<file path="config.mk">
export PLATFORM = sky130hd
export DESIGN_NAME = change_dispense_ctrl
export DESIGN_NICKNAME = d
export VERILOG_FILES = /design/src/rtl/change_dispense_ctrl.sv
export SDC_FILE = /design/constraint.sdc
export NUM_CORES = 1
export LEC_CHECK = 0
export BUFFER_PORTS_ARGS = -buffer_cell sky130_fd_sc_hd__buf_2
export CELL_PAD_IN_SITES_DETAIL_PLACEMENT = 2
export CELL_PAD_IN_SITES_GLOBAL_PLACEMENT = 2
export CORE_UTILIZATION = 31
export CTS_CLUSTER_DIAMETER = 150
export CTS_CLUSTER_SIZE = 24
export DETAILED_ROUTE_END_ITERATION = 8
export GPL_TIMING_DRIVEN = 1
export PLACE_DENSITY = 0.92
export SLEW_MARGIN = 10
export SYNTH_ARGS = -nofsm -noshare
export SYNTH_HDL_FRONTEND = slang
export SYNTH_SLANG_ARGS = --single-unit
</file>
<file path="constraint.sdc">
create_clock -name clk -period 2.8 [get_ports clk]
set_input_delay 0.56 -clock clk [delete_from_list [all_inputs] [get_ports clk]]
set_output_delay 0.56 -clock clk [all_outputs]
set_load 0.005 [all_outputs]
</file>
<file path="src/rtl/change_dispense_ctrl.sv">
// change_dispense_ctrl
// Pays out a change amount one coin at a time through a handshaked ejector.
// Coins are chosen greedily (25, then 10, then 5). The block keeps a count of
// each denomination it holds. It finishes with a one-cycle done pulse, or with
// a one-cycle err pulse when the amount cannot be paid, the inventory runs
// out, or the ejector never acknowledges a request.

module change_dispense_ctrl #(
   parameter int AMT_W       = 8,
   parameter int INV_W       = 4,
   parameter int INIT_CNT    = 4,
   parameter int ACK_TIMEOUT = 15
) (
   input  logic             clk,
   input  logic             reset,
   input  logic             start,
   input  logic [AMT_W-1:0] change_amt,
   input  logic             refill,
   input  logic [INV_W-1:0] refill_n25,
   input  logic [INV_W-1:0] refill_n10,
   input  logic [INV_W-1:0] refill_n5,
   input  logic             eject_ack,
   output logic             eject_req,
   output logic [1:0]       coin_out_sel,
   output logic             busy,
   output logic             done,
   output logic             err,
   output logic [AMT_W-1:0] remaining,
   output logic [INV_W-1:0] inv25,
   output logic [INV_W-1:0] inv10,
   output logic [INV_W-1:0] inv5
);

   // The timeout counter must be able to hold ACK_TIMEOUT-1. The extra bit
   // from +1 keeps the width at least one even when ACK_TIMEOUT is 1.
   localparam int TMO_W = $clog2(ACK_TIMEOUT + 1);

   localparam logic [1:0] SEL_NONE = 2'b00;
   localparam logic [1:0] SEL_5    = 2'b01;
   localparam logic [1:0] SEL_10   = 2'b10;
   localparam logic [1:0] SEL_25   = 2'b11;

   localparam logic [AMT_W-1:0] VAL_5    = AMT_W'(5);
   localparam logic [AMT_W-1:0] VAL_10   = AMT_W'(10);
   localparam logic [AMT_W-1:0] VAL_25   = AMT_W'(25);
   localparam logic [AMT_W-1:0] AMT_ZERO = '0;

   localparam logic [INV_W-1:0] INV_ONE  = INV_W'(1);
   localparam logic [INV_W-1:0] INV_INIT = INV_W'(INIT_CNT);

   localparam logic [TMO_W-1:0] TMO_ONE  = TMO_W'(1);
   localparam logic [TMO_W-1:0] TMO_LAST = TMO_W'(ACK_TIMEOUT - 1);

   typedef enum logic [2:0] {
      IDLE,
      CHECK,
      SELECT,
      EJECT,
      DONE,
      ERR
   } state_t;

   state_t state;
   state_t state_next;

   logic [AMT_W-1:0] remaining_next;
   logic [INV_W-1:0] inv25_next;
   logic [INV_W-1:0] inv10_next;
   logic [INV_W-1:0] inv5_next;
   logic [1:0]       sel_q;
   logic [1:0]       sel_next;
   logic [TMO_W-1:0] tmo_q;
   logic [TMO_W-1:0] tmo_next;

   logic             can_25;
   logic             can_10;
   logic             can_5;
   logic             not_multiple_of_5;
   logic [AMT_W-1:0] coin_value;

   // A denomination is usable only if it fits in the balance and a coin is on
   // hand. This guarantees that neither the balance nor a counter can wrap.
   always_comb begin
      can_25            = (remaining >= VAL_25) && (inv25 != '0);
      can_10            = (remaining >= VAL_10) && (inv10 != '0);
      can_5             = (remaining >= VAL_5)  && (inv5  != '0);
      not_multiple_of_5 = ((remaining % VAL_5) != AMT_ZERO);
      coin_value        = AMT_ZERO;
      case (sel_q)
         SEL_25:  coin_value = VAL_25;
         SEL_10:  coin_value = VAL_10;
         SEL_5:   coin_value = VAL_5;
         default: coin_value = AMT_ZERO;
      endcase
   end

   // Next-state logic. This block also computes the next balance, the next
   // inventory counts, the next latched coin and the next timeout count.
   always_comb begin
      state_next     = state;
      remaining_next = remaining;
      inv25_next     = inv25;
      inv10_next     = inv10;
      inv5_next      = inv5;
      sel_next       = sel_q;
      tmo_next       = tmo_q;

      case (state)
         IDLE: begin
            if (refill) begin
               inv25_next = refill_n25;
               inv10_next = refill_n10;
               inv5_next  = refill_n5;
            end
            if (start) begin
               remaining_next = change_amt;
               state_next     = CHECK;
            end
         end

         CHECK: begin
            if (not_multiple_of_5) begin
               state_next = ERR;
            end else if (remaining == AMT_ZERO) begin
               state_next = DONE;
            end else begin
               state_next = SELECT;
            end
         end

         SELECT: begin
            tmo_next = '0;
            if (can_25) begin
               sel_next   = SEL_25;
               state_next = EJECT;
            end else if (can_10) begin
               sel_next   = SEL_10;
               state_next = EJECT;
            end else if (can_5) begin
               sel_next   = SEL_5;
               state_next = EJECT;
            end else begin
               sel_next   = SEL_NONE;
               state_next = ERR;
            end
         end

         EJECT: begin
            if (eject_ack) begin
               remaining_next = remaining - coin_value;
               case (sel_q)
                  SEL_25:  inv25_next = inv25 - INV_ONE;
                  SEL_10:  inv10_next = inv10 - INV_ONE;
                  SEL_5:   inv5_next  = inv5  - INV_ONE;
                  default: inv5_next  = inv5;
               endcase
               state_next = CHECK;
            end else if (tmo_q == TMO_LAST) begin
               state_next = ERR;
            end else begin
               tmo_next = tmo_q + TMO_ONE;
            end
         end

         DONE: begin
            remaining_next = AMT_ZERO;
            state_next     = IDLE;
         end

         ERR: begin
            state_next = IDLE;
         end

         default: begin
            state_next = IDLE;
         end
      endcase
   end

   // State, balance, inventory and handshake bookkeeping registers. Reset
   // overrides everything, including an eject that is in progress.
   always_ff @(posedge clk) begin
      if (reset) begin
         state     <= IDLE;
         remaining <= AMT_ZERO;
         inv25     <= INV_INIT;
         inv10     <= INV_INIT;
         inv5      <= INV_INIT;
         sel_q     <= SEL_NONE;
         tmo_q     <= '0;
      end else begin
         state     <= state_next;
         remaining <= remaining_next;
         inv25     <= inv25_next;
         inv10     <= inv10_next;
         inv5      <= inv5_next;
         sel_q     <= sel_next;
         tmo_q     <= tmo_next;
      end
   end

   // Moore outputs decoded from the state register. The coin select reads
   // 00 whenever no request is being presented to the ejector.
   always_comb begin
      eject_req    = (state == EJECT);
      coin_out_sel = (state == EJECT) ? sel_q : SEL_NONE;
      busy         = (state != IDLE);
      done         = (state == DONE);
      err          = (state == ERR);
   end

endmodule
</file>
==> reports/summary.txt <==
Outcome = complete, no violations
First-pass GRT wire length = 15900 um
Core area = 7330 um2
Number of buffers added on ports = 50
Share of the synthesized area in the top cell type = 0.244
Crit. End Element = register
Setup TNS Final = 0 ns
Root Driver = clkbuf_8
Final Cycle Share = 0.920
Worst-Margin Slew = 0.620 ns
Worst skew pair latency = 0.29 ns
H-tree levels = 2
DRT Pass-1 Iters = 4
Clock Path Buffers = 2
Post-Syn Area = 2380 um2
Critical Path, Cell by Cell = nand2b_1 -> ha_1 -> nor2b_1 -> o21ai_0 -> a21boi_0 -> o21ai_1 -> and2_1 -> o21ai_0 -> a221oi_1
Area grow syn2layout = 22.6%
Post-synth net total = 359
RR Endpoint = remaining[5]
Reg-to-reg startpoint = sel_q[0]
HP Class = register to register
Period minus WS final = 2.58 ns
Crit path launch type = register
RSZ-0062 raised after global routing = no
Setup violators final = 0
Routed WL = 9760 um
Number of max-cap violations = 0
DP Worst Slack = 0.0736 ns
Congestion Overflow GR = 0
Residual DRC = 0
Total CTS buffers = 5
Critical path's top delay family = compound AO/OA/AOI/OAI gates
Critical path class = register to register
Crit-path max cell delay = 0.47 ns
Tot GR Track Use = 0.264
Cell depth of the worst flop-to-flop path = 9
Hold WS = 0.540 ns
Highest clock rate = 388 MHz
Main area contributors after synthesis = dfxtp_1 24%, ha_1 6.3%, nor2_1 5.8%
Vias after detailed routing = 2709
Chip Height = 89.6 um
WL/cell = 20.6 um
Fraction of layout cells with a size suffix above 1 = 0.233
DR vias/cell = 5.73
Synth top cells by count = 37 x nor2_1, 29 x dfxtp_1, 24 x nand2_1
Non-Filler Instances = 473
Cell variety after synth = 54
Largest net degree at the start of global routing = 26
Max-slew headroom = 0.584
Worst Skew = 0.00670 ns
# diodes = 0
Layout Nets = 411
Initial DRC Count = 140
Slack of the critical path = 0.224 ns
Final hold violation count = 0
Post-synth EDFFs = 0
Initial antenna violation count = 0
Slowest cell on the critical path = dfxtp_1
GPL Wtd Cong = 0.847
CTS tree = done
Cell mode on critical path = o21ai_0
CTS Sinks = 29
Yosys Warn Count = 0
CP max FO = 6
Reg clk slew, reported paths = 0.07 ns
Critical path data required time = 2.98 ns
Min-Delay Path Depth = 2
Seq cells post-synth = 29
Post-synth top area cell = dfxtp_1
Max-slew violations = 0
Hold Path Sink = inv5[1]
Vias in the first global route = 2981
Placed insts = 465
Hold_sp = inv5[1]
Post-route ant nets = 0
Leakage = 1.21 nW
Initial Utilization = 0.325
Ys flop type = dfxtp_1
Async S/R FF share, synth = 0
Top-Level Pins = 51
Die area = 8030 um2
Cell Pwr Density = 1220 nW/um2
Core Rows = 31
Synthesized area per cell = 7.41 um2
CP bufs+invs = 0
Seq/Total Area, Yosys = 0.244
Max rail drop VDD = 429 uV
R2r setup slk = 0.22 ns
Most common cell in the synthesized netlist = nor2_1
Detailed placer's ending HPWL = 6970 um
Total chip power = 3.55 mW
Die width = 89.6 um
Worst path arrival time = 2.76 ns
Mapped Cells = 321
-- routing by layer --
metal,global-route usage,up-vias,share of wire
li1,-,1269,-
met3,0.0384,19,0.027
met4,0.0967,0,0.024
met5,0,-,0
met2,0.491,62,0.52
met1,0.305,1359,0.43
-- cell type report --
class                           instances  area [um2]
Fill cell                             858        4410
Clock buffer                            5        68.8
Tap cell                               99         124
Clock inverter                          3        65.1
Timing Repair Buffer                   63         348
Inverter                               22        82.6
Sequential cell                        29         587
Multi-Input combinational cell        252        1640
-- what timing repair did --
action | 4_1_cts | 5_1_grt
resized for setup | 0 | 9
hold buffers | 0 | 0
setup buffers | 0 | 0
endpoints found under the setup margin | 0 | 4
-- sequential cells by signal, indices dropped and copies added, names as in the netlist --
register and count:
inv25 4, inv5 4, state 3, remaining 8, sel_q 2, inv10 4
tmo_q 4
-- per-stage QoR --
| stage | utilization | area (um2) |
|---|---|---|
| floorplan | - | 2380 |
| global placement | 0.376 | 2760 |
| detailed placement | 0.376 | 2760 |
| CTS | 0.394 | 2890 |
| global route | 0.398 | 2920 |
| finish | 0.398 | 2920 |
-- cells in the final DEF, fill, tap and decap left out, types with 6 or more instances in the layout --
cell | netlist | routed
a211oi_1 | 9 | 9
a21oi_1 | 22 | 22
a221oi_1 | 8 | 8
buf_2 | 4 | 50
buf_4 | 4 | 13
dfxtp_1 | 29 | 24
ha_1 | 12 | 12
inv_1 | 20 | 20
nand2_1 | 24 | 24
nand2b_1 | 7 | 7
nor2_1 | 37 | 37
nor3_1 | 11 | 11
nor3b_1 | 7 | 7
o21ai_0 | 23 | 22
xnor2_1 | 6 | 6
-- kinds of logic after synthesis --
kind of cell             after synthesis  share of synthesized area
adder cells (fa/ha/maj)               13                     0.0715
XOR/XNOR                              10                     0.0368
AO/OA/AOI/OAI                        103                      0.282
multiplexers                           2                    0.00894
AND/OR/NAND/NOR                      124                      0.282
flip-flops                            29                      0.244
buffers and inverters                 40                     0.0747
-- worst max path at each step --
stage | cells after the start | startpoint | slack (ns) | to
final | 9 | sel_q[0] | 0.22 | remaining[5]
after global routing | 9 | sel_q[0] | 0.02 | remaining[5]
after CTS | 9 | remaining[5] | 0.04 | state[0]
after detailed placement | 9 | remaining[5] | 0.07 | state[0]
after global placement | 9 | remaining[6] | 0.39 | state[0]
after floorplan | 10 | remaining[2] | 0.54 | state[0]
-- worst reg2reg max path, stage by stage (launching register included) --
cell      delay [ns]
dfxtp_1         0.47
nand2b_1        0.26
ha_1            0.27
nor2b_1         0.13
o21ai_0         0.24
a21boi_0        0.19
o21ai_1         0.26
and2_1          0.22
o21ai_0         0.11
a221oi_1        0.32
-- power by group --
group | internal (mW) | leakage [nW] | switching [mW]
Sequential | 0.552 | 0.239 | 0.280
Clock | 0.354 | 0.0681 | 0.183
Combinational | 0.897 | 0.906 | 1.28
No activity file was read; power rests on OpenSTA's default activity.
